===== src/rtl/click_decoder_pkg.sv =====
// click_decoder_pkg: shared event/FSM types and click classification for click_decoder.
// Holds the evt_t encoding (NONE=0, REVEAL, FLAG, CHORD) and the decoder FSM states.
// Optional macro CLICK_DECODER_CHORD_EN: simultaneous left+right edges classify as CHORD.
package click_decoder_pkg;
  typedef enum logic [1:0] {NONE = 2'd0, REVEAL = 2'd1, FLAG = 2'd2, CHORD = 2'd3} evt_t;
  typedef enum logic [2:0] {IDLE, CAPTURE, DIVIDE, CHECK, HOLD} state_t;
  // Only called when at least one button rose, so "not left" implies right.
  function automatic evt_t click_kind(input logic l, input logic r);
`ifdef CLICK_DECODER_CHORD_EN
    return (l && r) ? CHORD : l ? REVEAL : FLAG;
`else
    return (l || !r) ? REVEAL : FLAG;
`endif
  endfunction
endpackage


===== src/rtl/click_decoder_divider.sv =====
// seq_divider: restoring bit-serial unsigned divider, one quotient bit per cycle.
// Ports: clk, rst (async active-low), start (loads operands and performs the first step),
//        dividend, divisor (W bits), quotient (W bits), done (one-cycle pulse once all
//        W quotient bits are in, W cycles after start is sampled).
module seq_divider #(
  parameter int W = 12
) (
  input  logic         clk,
  input  logic         rst,
  input  logic         start,
  input  logic [W-1:0] dividend,
  input  logic [W-1:0] divisor,
  output logic [W-1:0] quotient,
  output logic         done
);
  localparam int CW = $clog2(W + 1);
  logic [W-1:0] quo, rem, dvs, src_quo, src_rem, src_dvs;
  logic [CW-1:0] cnt;
  logic run, ge;
  logic [W:0] shifted;
  // On start the step works straight from the operands so no cycle is spent loading.
  always_comb begin
    src_quo = start ? dividend : quo;
    src_rem = start ? '0 : rem;
    src_dvs = start ? divisor : dvs;
    shifted = {src_rem, src_quo[W-1]};
    ge = shifted >= {1'b0, src_dvs};
  end
  always_ff @(posedge clk or negedge rst) begin
    if (!rst) begin
      quo <= '0;
      rem <= '0;
      dvs <= '0;
      cnt <= '0;
      run <= 1'b0;
      done <= 1'b0;
    end else begin
      done <= 1'b0;
      if (start || run) begin
        quo <= {src_quo[W-2:0], ge};
        rem <= ge ? W'(shifted - {1'b0, src_dvs}) : shifted[W-1:0];
        dvs <= src_dvs;
        cnt <= start ? CW'(1) : cnt + CW'(1);
        run <= start ? (W > 1) : (cnt != CW'(W - 1));
        done <= start ? (W == 1) : (cnt == CW'(W - 1));
      end
    end
  end
  assign quotient = quo;
endmodule


===== src/rtl/click_decoder.sv =====
// click_decoder: turns mouse button edges over a square board into 1-based cell events.
// Ports: clk, rst (async active-low); mouse_xpos/ypos, left/right (level buttons);
//        board_xpos/ypos, board_size, button_size, button_num (board geometry);
//        evt_valid/evt_ready handshake with evt_type, cell_x, cell_y; busy; evt_drop pulse.
// Optional macro CLICK_DECODER_CHORD_EN enables CHORD events for simultaneous edges.
module click_decoder
  import click_decoder_pkg::*;
#(
  parameter int COORD_W = 12,
  parameter int IDX_W   = 5
) (
  input  logic               clk,
  input  logic               rst,
  input  logic [COORD_W-1:0] mouse_xpos,
  input  logic [COORD_W-1:0] mouse_ypos,
  input  logic               left,
  input  logic               right,
  input  logic [COORD_W-1:0] board_xpos,
  input  logic [COORD_W-1:0] board_ypos,
  input  logic [COORD_W-1:0] board_size,
  input  logic [COORD_W-1:0] button_size,
  input  logic [IDX_W-1:0]   button_num,
  output logic               evt_valid,
  input  logic               evt_ready,
  output logic [1:0]         evt_type,
  output logic [IDX_W-1:0]   cell_x,
  output logic [IDX_W-1:0]   cell_y,
  output logic               busy,
  output logic               evt_drop
);
  state_t state;
  evt_t kind;
  logic [1:0] hist_l, hist_r, arm;
  logic [COORD_W-1:0] mx, my, bx, by, bsz, csz, qx, qy;
  logic [IDX_W-1:0] bnum;
  logic [COORD_W:0] off_x, off_y;
  logic rise_l, rise_r, any_rise, done_x, done_y, in_range;
  // arm keeps a button held across reset release from looking like a fresh edge.
  assign rise_l = arm[1] & hist_l[0] & ~hist_l[1];
  assign rise_r = arm[1] & hist_r[0] & ~hist_r[1];
  assign any_rise = rise_l | rise_r;
  // The extra top bit is the sign: set means the pointer is left of / above the board.
  assign off_x = {1'b0, mx} - {1'b0, bx};
  assign off_y = {1'b0, my} - {1'b0, by};
  assign in_range = !off_x[COORD_W] && !off_y[COORD_W] &&
                    off_x[COORD_W-1:0] < bsz && off_y[COORD_W-1:0] < bsz &&
                    csz != '0 && bnum != '0 &&
                    qx < COORD_W'(bnum) && qy < COORD_W'(bnum);
  seq_divider #(.W(COORD_W)) u_div_x (
    .clk(clk), .rst(rst), .start(state == CAPTURE),
    .dividend(off_x[COORD_W-1:0]), .divisor(csz), .quotient(qx), .done(done_x)
  );
  seq_divider #(.W(COORD_W)) u_div_y (
    .clk(clk), .rst(rst), .start(state == CAPTURE),
    .dividend(off_y[COORD_W-1:0]), .divisor(csz), .quotient(qy), .done(done_y)
  );
  always_ff @(posedge clk or negedge rst) begin
    if (!rst) begin
      state <= IDLE;
      kind <= NONE;
      hist_l <= '0;
      hist_r <= '0;
      arm <= '0;
      mx <= '0;
      my <= '0;
      bx <= '0;
      by <= '0;
      bsz <= '0;
      csz <= '0;
      bnum <= '0;
      evt_valid <= 1'b0;
      evt_type <= NONE;
      cell_x <= '0;
      cell_y <= '0;
      busy <= 1'b0;
      evt_drop <= 1'b0;
    end else begin
      hist_l <= {hist_l[0], left};
      hist_r <= {hist_r[0], right};
      arm <= {arm[0], 1'b1};
      evt_drop <= any_rise && state != IDLE;
      case (state)
        IDLE: if (any_rise) begin
          state <= CAPTURE;
          busy <= 1'b1;
          kind <= click_kind(rise_l, rise_r);
          mx <= mouse_xpos;
          my <= mouse_ypos;
          bx <= board_xpos;
          by <= board_ypos;
          bsz <= board_size;
          csz <= button_size;
          bnum <= button_num;
        end
        CAPTURE: state <= DIVIDE;
        DIVIDE: if (done_x && done_y) state <= CHECK;
        CHECK: begin
          state <= in_range ? HOLD : IDLE;
          busy <= in_range;
          evt_valid <= in_range;
          if (in_range) begin
            evt_type <= kind;
            cell_x <= qx[IDX_W-1:0] + IDX_W'(1);
            cell_y <= qy[IDX_W-1:0] + IDX_W'(1);
          end
        end
        HOLD: if (evt_ready) begin
          state <= IDLE;
          busy <= 1'b0;
          evt_valid <= 1'b0;
        end
        default: state <= IDLE;
      endcase
    end
  end
endmodule


===== config.mk =====
export PLATFORM = sky130hd
export DESIGN_NAME = click_decoder
export DESIGN_NICKNAME = d
export VERILOG_FILES = /design/src/rtl/click_decoder_pkg.sv /design/src/rtl/click_decoder_divider.sv /design/src/rtl/click_decoder.sv
export SDC_FILE = /design/constraint.sdc
export NUM_CORES = 1
export LEC_CHECK = 0
export CORE_ASPECT_RATIO = 1.75
export CORE_MARGIN = 2
export CORE_UTILIZATION = 58
export DETAILED_ROUTE_END_ITERATION = 10
export HOLD_SLACK_MARGIN = 0.08
export PLACE_DENSITY = 0.77
export SYNTH_ARGS = -nofsm -noshare
export SYNTH_HDL_FRONTEND = slang
export SYNTH_SLANG_ARGS = --single-unit

===== constraint.sdc =====
create_clock -name clk -period 4.9 [get_ports clk]
set_clock_uncertainty 0.15 [all_clocks]
set_input_delay 0.98 -clock clk [delete_from_list [all_inputs] [get_ports clk]]
set_output_delay 0.98 -clock clk [all_outputs]
set_load 0.01 [all_outputs]

* Word-level counts from Yosys, hierarchy flattened
Cells that the tools add are included.
W data, S select, Z words.
** Storage, ports and cells
- Register bits :: 187
- Bits in latches :: 0
- Bits in writable memories :: 0
- Memory bits (read-only) :: 0
- Input port bits :: 82
- Output and inout bits :: 15
- Word-level logic and storage cells :: 114
- Memories :: 0
** Operators by class
- $add $sub $neg :: 8
- $mul :: 0
- Div/mod/pow operators :: 0
- Order comparisons :: 6
- Eq/ne operators :: 11
- Shift-type cells :: 0
- Muxes and demuxes :: 26
- Bitwise operators :: 7
- Reductions and logical operators :: 26
** Operator list (number)
- $mux W12 :: 8
- $ge A13 B12 Y1 :: 2
- $sub A12 B12 Y13 :: 2
- $lt A12 B12 Y1 :: 2
- $lt A12 B5 Y1 :: 2
- $sub A12 B12 Y12 :: 2
- $pmux W3 S5 :: 1
- $mux W3 :: 4
- $reduce_bool A12 Y1 :: 1
- $add A5 B1 Y5 const B :: 2
- $logic_and A1 B1 Y1 :: 9
- $add A4 B1 Y4 const B :: 2
- $eq A4 B4 Y1 const B :: 2
- $mux W1 :: 8
- $mux W4 :: 2
- $ne A4 B4 Y1 const B :: 2
- $eq A3 B2 Y1 const B :: 2
- $ne A2 B2 Y1 const B :: 3
- $reduce_and A2 Y1 :: 3
- $reduce_and A3 Y1 :: 2
- $reduce_bool A3 Y1 :: 2
- $reduce_bool A5 Y1 :: 1
- $and A1 B1 Y1 :: 4
- $eq A3 B1 Y1 const B :: 1
- 10 further kinds :: 15

* Logic depth before layout (Yosys ltp)
Gate-level depths: netlist of the first run.
- Word-level depth :: 11
- Depth in mapped cells :: 19
- Gate-level depth less buffers :: 18

* By module
A second synthesis of the first run with hierarchy kept.
** Second synthesis, totals
- Cell total of the unflattened synthesis :: 1165
- Area total of the unflattened synthesis :: 10933.0 µm²
** Modules (own cells, without submodules)
- click_decoder :: times used 1, cells each 619, area an instance 5670.4 µm², seq. area each 2577.5 µm²
- seq_divider :: times used 2, cells each 273, area an instance 2631.3 µm², seq. area each 1051.0 µm²

* Worst setup path before layout of the first run
OpenSTA, ideal clock, no wires.
- Kind :: register -> register
- From :: reg mx[0]
- To :: reg cell_x[4]
- Library setup time :: 0.125 ns
- Arrival time :: 4.118 ns
- Required time :: 4.625 ns
- Path slack :: 0.506 ns
- Stages on the path, launching flop included :: 20
- Buffers on the path :: 1
- Clock period less this slack :: 4.394 ns
- Path through :: dfrtp_1 inv_1 ha_1 inv_1 fa_1 a211oi_1 o21ai_0 a21o_1 a211o_1 a21oi_1 xnor2_1 ha_1 nand2_1 o21ai_0 a211oi_1 o21ai_0 or4_4 a2111oi_4 buf_6 mux2_4
** Between the ends
- Cells in the longest elaborated chain, start to end :: 10
- Elaborated cells on any way between the ends :: 11
- Those cells by class :: 1 x add/sub; 1 x order compare; 9 x reduce/logical
** RTL lines
- start: declaration :: RTL line click_decoder.sv:34 : logic [COORD_W-1:0] mx, my, bx, by, bsz, csz, qx, qy;
- start signal: assignment :: RTL line click_decoder.sv:87 : mx <= mouse_xpos;
- $sub A12 B12 Y13 * :: RTL line click_decoder.sv:43 : assign off_x = {1'b0, mx} - {1'b0, bx};
- branches (longest 2 deep; another with $lt A12 B12 Y1)
- $logic_and A1 B1 Y1 * :: RTL line click_decoder.sv:45 : assign in_range = !off_x[COORD_W] && !off_y[COORD_W] &&
- $logic_and A1 B1 Y1 * (2 in series) :: RTL line click_decoder.sv:46 : off_x[COORD_W-1:0] < bsz && off_y[COORD_W-1:0] < bsz &&
- $logic_and A1 B1 Y1 * (2 in series) :: RTL line click_decoder.sv:47 : csz != '0 && bnum != '0 &&
- $logic_and A1 B1 Y1 * :: RTL line click_decoder.sv:48 : qx < COORD_W'(bnum) && qy < COORD_W'(bnum);
- $reduce_and A2 Y1 (no line) *
- end signal: assignment :: RTL line click_decoder.sv:103 : cell_x <= qx[IDX_W-1:0] + IDX_W'(1);
- end: declaration :: RTL line click_decoder.sv:26 : output logic [IDX_W-1:0] cell_x,
Every way passes the cells marked *.
A chain may end at the register's enable or synchronous reset.

* Worst setup path after layout of the first run
- From :: reg mx[1]
- To :: reg cell_x[1]
Same word-level chain as after synthesis.

==> results of run 1 <==
==> worst paths after layout <==
kind,slack [ns],startpoint,end
worst max-delay path,0.23,mx[1]$_DFFE_PN0P_,cell_x[1]$_DFFE_PN0P_
worst min-delay path,0.22,arm[0]$_DFF_PN0_,arm[1]$_DFF_PN0_
worst max register to register,0.23,mx[1]$_DFFE_PN0P_,cell_x[1]$_DFFE_PN0P_
worst min register to register,0.22,arm[0]$_DFF_PN0_,arm[1]$_DFF_PN0_
max in group asynchronous,3.24,rst,bx[7]$_DFFE_PN0P_
min in group asynchronous,0.45,rst,u_div_x.rem[11]$_DFFE_PN0N_
==> power groups by stage <==
stage | combinational [mW] | clock [mW] | sequential [mW]
final | 6.51 | 1.51 | 2.71
after global routing | 7.31 | 1.59 | 2.79
after CTS | 6.39 | 1.53 | 2.70
after detailed placement | 6.31 | 0 | 2.73
after global placement | 6.14 | 0 | 2.71
after floorplan | 4.88 | 0 | 2.55
==> layer usage <==
layer,track usage,share of wire,up-vias,wire (µm)
li1,-,-,4232,-
met1,0.306,0.37,4151,9760
met2,0.505,0.53,237,14000
met3,0.0436,0.035,98,915
met4,0.181,0.064,0,1680
met5,0,0,-,0
==> cell families after synthesis <==
family,after synthesis
multiplexers,46
other,1
AND/OR/NAND/NOR,459
adder cells (fa/ha/maj),86
buffers and inverters,123
AO/OA/AOI/OAI,248
flip-flops,187
XOR/XNOR,38
==> layout make-up <==
type,instances,share of cell area
Inverter,78,0.0233
Timing Repair Buffer,109,0.0886
Clock inverter,14,0.0167
Tap cell,234,0.0233
Clock buffer,18,0.0341
Sequential cell,187,0.372
Multi-Input combinational cell,878,0.442
==> metrics by stage <==
stage | setup WS [ns] | cells | utilization | hold slack, ns | instance area, µm²
5_1_grt | -0.00479 | 1518 | 0.697 | 0.231 | 12600
3_3_place_gp | 0.407 | 1483 | 0.658 | 0.184 | 11900
4_1_cts | 0.283 | 1515 | 0.693 | 0.220 | 12500
2_1_floorplan | 0.506 | 1188 | - | 0.181 | 10700
6_report | 0.230 | 1518 | 0.697 | 0.216 | 12600
3_5_place_dp | 0.327 | 1483 | 0.658 | 0.204 | 11900
==> synth_stat cells, types with 3 or more instances <==
cell / number
nor4_1: 11
nand3_1: 21
o21ai_0: 92
nor2b_1: 13
nor3_1: 11
clkbuf_1: 36
nand2b_1: 7
and2_1: 20
a2111oi_0: 4
nor2_1: 60
xor2_1: 14
mux2_2: 7
mux2_4: 5
fa_1: 4
mux2i_1: 34
o211ai_1: 8
nand4_1: 17
a21o_1: 21
ha_1: 82
a211oi_1: 12
a21oi_1: 45
dfrtp_1: 187
xnor2_1: 24
or3_1: 5
and3_1: 3
nand2_1: 277
o31a_1: 5
a31oi_1: 9
o21a_1: 19
o22ai_1: 4
inv_1: 78
buf_1: 6
o2111ai_1: 6
nor4b_1: 3
==> sequential cells by signal (all words and copies together) (netlist names), 3 cells and up <==
register          count
bnum                  5
bsz                  12
bx                   12
by                   12
cell_x                5
cell_y                5
csz                  12
mx                   12
my                   12
state                 3
u_div_x.cnt           4
u_div_x.dvs          12
u_div_x.quotient     12
u_div_x.rem          12
u_div_y.cnt           4
u_div_y.dvs          12
u_div_y.quotient     12
u_div_y.rem          12
==> worst max-delay path, stage by stage, from the launching register on <==
cell and delay [ns]:
dfrtp_1 0.43, ha_1 0.30, nor2b_1 0.14, o31a_1 0.28, o41a_1 0.34, o21ai_0 0.23
a21oi_1 0.10, nor2_1 0.13, xnor2_1 0.16, ha_1 0.31, a2111oi_2 0.36, nand4_1 0.14
or4_4 0.51, a2111oi_4 0.28, buf_4 0.20, buf_12 0.14, mux2_2 0.33
==> repair_timing <==
item | 4_1_cts | 5_1_grt
resized for setup | 0 | 9
endpoints found under the setup margin | 0 | 10
buffers inserted | 0 | 2
==> results.yml, run 1 <==
run_status:
  status: "finished clean"
drt:
  detail_route.first_pass.iterations: 7
  wl_per_cell_um: 17.3
  via_per_inst: 5.74
  drc: 0
  antenna_left: 0
  drt_wl_total_um: 26300
  drt_iter0_markers: 569
  vias: 8718
sta:
  final.min_clock_period_ns: 4.67
  tightestPinTransition_ns: 0.999
  timing_max_transition_violations_final: 0
  fmax_mhz: 214
  tns_ns: 0
  final_hold_viol_count: 0
  slew_headroom: 0.334
  fin_crit_sh: 0.953
  setup_viol_count_final: 0
floorplan:
  coreArea_mm2: 0.0181
  fp.dieH_um: 183
  die-area_mm2: 0.0196
  ios: 97
  fp.dieW_um: 107
  initial_core_util: 0.591
  rows: 65
worst_hold_path:
  min_path_cells: 0
  hold_class: "reg2reg"
placement:
  gp_congestion: 0.942
  dp_hpwl_um: 19300
  portBuffers: 96
global_routing:
  grt_pass1_vias: 8957
  grt_max_degree: 97
  grt_overflow: 0
  grt_pass1_wl_um: 43100
  antenna_found_initial: 0
  grt_util_all_layers: 0.282
pwr:
  power.density_mw_per_mm2: 853
  netSwitchingFraction: 0.455
  power.share.clock: 0.141
  switchingPower_mw: 4.88
  leakage_nw: 5.95
  power_frac_comb: 0.607
  intPower_mw: 5.85
  vdd_ir_drop_max_v: 0.000508
  power_frac_seq: 0.253
  total_power_mw: 10.7
synth:
  synth-main-ff-cell: "dfrtp_1"
  synthMuxAreaShare: 0.0463
  synth_compound_area_frac: 0.147
  netlist_instances: 1188
  ys_warn_count: 0
  async_reset_ff_frac: 1.00
  synth_area_leaders: "dfrtp_1, nand2_1, ha_1"
  syn_area_mm2: 0.0107
  yosysTopAreaCell: "dfrtp_1"
  avgSynthCellArea_um2: 8.99
  synth_top_area_share: 0.438
  synth_top_family_by_area: "simple AND/OR/NAND/NOR gates"
  synth_adder_area_share: 0.104
  synth-edff-count: 0
  yosys.area_share.simple: 0.189
  synth_fp_nets: 1356
  synth_cell_types: 64
  ys_ff_latch: 187
  synth-xor-area-share: 0.0312
  ys_seq_area_frac: 0.438
clock_tree:
  clockBufferDepth: 2
  cts_hold_buf: 0
  path_clk_slew_ns: 0.07
  cts-buffers-inserted: 17
  clk_latency_ns: 0.45
  cts_tree: "done"
  cts_max_level: 4
  clock_sinks: 187
  cts-root-buf: "clkbuf_16"
cells_and_area:
  final_common_cell: "nand2_1"
  area_growth_pct: 17.8
  n_antenna_cell: 0
  nets: 1439
  seq_area_mm2: 0.00468
  drive_above_1_share: 0.0561
  n_fill_cell: 1433
  multi_input_area_mm2: 0.00556
  layout_common_cells: "nand2_1, dfrtp_1, clkdlybuf4s50_1"
worst_setup_path:
  cp-start-kind: "flop"
  cp.arrival_ns: 4.85
  required_ns: 5.08
  rr_worst_depth: 16
  path_max_fanout: 8
  path_class: "reg2reg"
  setup.worst_path.end_class: "flop"
run:
  drv_cap: 0
Note: power is estimated with default switching activity, not from simulation.
==> inputs of run 2 (changes only) <==
--- a/config.mk
+++ b/config.mk
@@ -14,3 +14,4 @@
 export SYNTH_ARGS = -nofsm -noshare
 export SYNTH_HDL_FRONTEND = slang
 export SYNTH_SLANG_ARGS = --single-unit
+export TNS_END_PERCENT = 50
==> results of run 2 <==
No change in the layout: final DEF, timing and power equal those of run 1.
==> inputs of run 3 (changes only) <==
--- a/config.mk
+++ b/config.mk
@@ -5,10 +5,12 @@
 export SDC_FILE = /design/constraint.sdc
 export NUM_CORES = 1
 export LEC_CHECK = 0
+export ABC_AREA = 0
 export CORE_ASPECT_RATIO = 1.75
 export CORE_MARGIN = 2
 export CORE_UTILIZATION = 58
 export DETAILED_ROUTE_END_ITERATION = 10
+export GPL_TIMING_DRIVEN = 0
 export HOLD_SLACK_MARGIN = 0.08
 export PLACE_DENSITY = 0.77
 export SYNTH_ARGS = -nofsm -noshare
==> results.yml, run 3 (synthesis gave the netlist of run 1 again) <==
global_routing:
  grt_pass1_vias: 9072
  grt_util_all_layers: 0.303
  antenna_found_initial: 0
  grt_pass1_wl_um: 45600
  grt_overflow: 0
  grt_max_degree: 124
placement:
  gp_congestion: 0.965
  dp.cells: 1519
  dp_hpwl_um: 21300
  portBuffers: 96
  dpl-instance-area_mm2: 0.0120
clock_tree:
  cts_tree: "done"
  cts-root-buf: "clkbuf_16"
  cts_max_level: 4
  path_clk_slew_ns: 0.07
  cts-buffers-inserted: 17
  clk_latency_ns: 0.44
  clock_sinks: 187
  clockBufferDepth: 2
worst_setup_path:
  reg2reg_slack_ns: 0.13
  path_class: "reg2reg"
  cp.arrival_ns: 4.94
  cp-start-kind: "flop"
  required_ns: 5.08
  path_max_fanout: 4
  setup.worst_path.end_class: "flop"
sta:
  timing_max_transition_violations_final: 0
  final_hold_viol_count: 0
  tightestPinTransition_ns: 0.917
  tns_ns: 0
  final.min_clock_period_ns: 4.77
  slew_headroom: 0.380
  setup_viol_count_final: 0
  fmax_mhz: 210
  fin_crit_sh: 0.973
drt:
  drt_iter0_markers: 478
  vias: 9072
  drt_wl_total_um: 28600
  drc: 0
  detail_route.first_pass.iterations: 5
  via_per_inst: 5.81
  wl_per_cell_um: 18.3
  antenna_left: 0
cells_and_area:
  layout_common_cells: "nand2_1, dfrtp_1, clkdlybuf4s50_1"
  fin_area_mm2: 0.0128
  n_antenna_cell: 0
  n_fill_cell: 1474
  final_common_cell: "nand2_1"
  drive_above_1_share: 0.0610
  fin_cells: 1561
  nets: 1483
  area_growth_pct: 19.5
worst_hold_path:
  hold_class: "reg2reg"
pwr:
  leakage_nw: 6.02
  vdd_ir_drop_max_v: 0.000458
  power.density_mw_per_mm2: 850
floorplan:
  fp.dieW_um: 107
  initial_core_util: 0.591
  die-area_mm2: 0.0196
  fp.dieH_um: 183
  coreArea_mm2: 0.0181
  ios: 97
  rows: 65
run:
  drv_cap: 0
run_status:
  status: "finished clean"
[run 3: cell types whose count changed in the layout (fill, tap and decap cells not counted), moves of 2 or more]
cell | previous run | this run
buf_1 | 0 | 6
buf_12 | 3 | 1
buf_6 | 1 | 3
clkbuf_1 | 1 | 34
clkbuf_2 | 0 | 2
clkinv_4 | 0 | 2
clkinvlp_4 | 4 | 1
inv_1 | 78 | 76
inv_2 | 0 | 2
o21ai_0 | 89 | 86
o21ai_1 | 2 | 4
[run 3: timing repair]
action                     4_1_cts  5_1_grt
buffers inserted                 3        7
setup endpoints to repair       15       34
gates resized for setup          7       21
pin swaps                        2       10
hold buffers                     0        0
gates cloned                     0        1
[run 3: where the power goes]
group,switching [mW],internal [mW],total (mW)
Combinational,3.83,2.84,6.68
Clock,0.651,0.831,1.48
Sequential,0.440,2.25,2.69
Total,4.92,5.92,10.8
[run 3: critical path: stages (launching register included)]
cell and delay (ns):
dfrtp_1 0.37, inv_2 0.06, ha_2 0.17, inv_1 0.06, fa_2 0.39, a211oi_2 0.27, o21ai_1 0.10, a21o_1 0.21
a211o_1 0.31, a21oi_2 0.19, xnor2_2 0.16, ha_1 0.29, nand2_1 0.09, o21ai_2 0.08, a211oi_2 0.31, o21ai_1 0.13
or4_4 0.44, a2111oi_4 0.21, buf_6 0.19, buf_6 0.13, mux2_2 0.33
[run 3: cell type report]
| type | count | area (µm²) | area share |
|---|---|---|---|
| Tap cell | 234 | 293 | 0.0230 |
| Multi-Input combinational cell | 878 | 5570 | 0.437 |
| Buffer | 45 | 193 | 0.0151 |
| Timing Repair Buffer | 108 | 1100 | 0.0866 |
| Sequential cell | 187 | 4680 | 0.367 |
| Clock buffer | 18 | 439 | 0.0344 |
| Clock inverter | 13 | 185 | 0.0145 |
| Inverter | 78 | 293 | 0.0230 |
[run 3: final timing paths]
| check | start | end | depth (start not counted) |
|---|---|---|---|
| worst max-delay path | mx[0]$_DFFE_PN0P_ | evt_type[0]$_DFFE_PN0P_ | 20 |
| worst max register to register | mx[0]$_DFFE_PN0P_ | evt_type[0]$_DFFE_PN0P_ | 20 |
| worst min register to register | arm[0]$_DFF_PN0_ | arm[1]$_DFF_PN0_ | 0 |
| worst min-delay path | arm[0]$_DFF_PN0_ | arm[1]$_DFF_PN0_ | 0 |
| min in group asynchronous | rst | u_div_x.rem[6]$_DFFE_PN0N_ | 1 |
| max in group asynchronous | rst | bsz[1]$_DFFE_PN0P_ | 2 |
[run 3: metrics by stage]
step | utilization | worst slack (ns) | total power [mW] | hold WS (ns)
after floorplan | - | 0.506 | 7.44 | 0.181
after global placement | 0.661 | -4.97 | 8.82 | 0.183
after detailed placement | 0.663 | -0.648 | 9.03 | 0.187
after CTS | 0.700 | 0.0170 | 10.6 | 0.203
after global routing | 0.707 | -0.0238 | 11.8 | 0.212
final | 0.707 | 0.134 | 10.8 | 0.201
[run 3: routing by layer]
| layer | share of wire | GRT usage |
|---|---|---|
| met1 | 0.37 | 0.334 |
| met3 | 0.035 | 0.0447 |
| met2 | 0.54 | 0.540 |
| met5 | 0 | 0 |
| met4 | 0.060 | 0.189 |
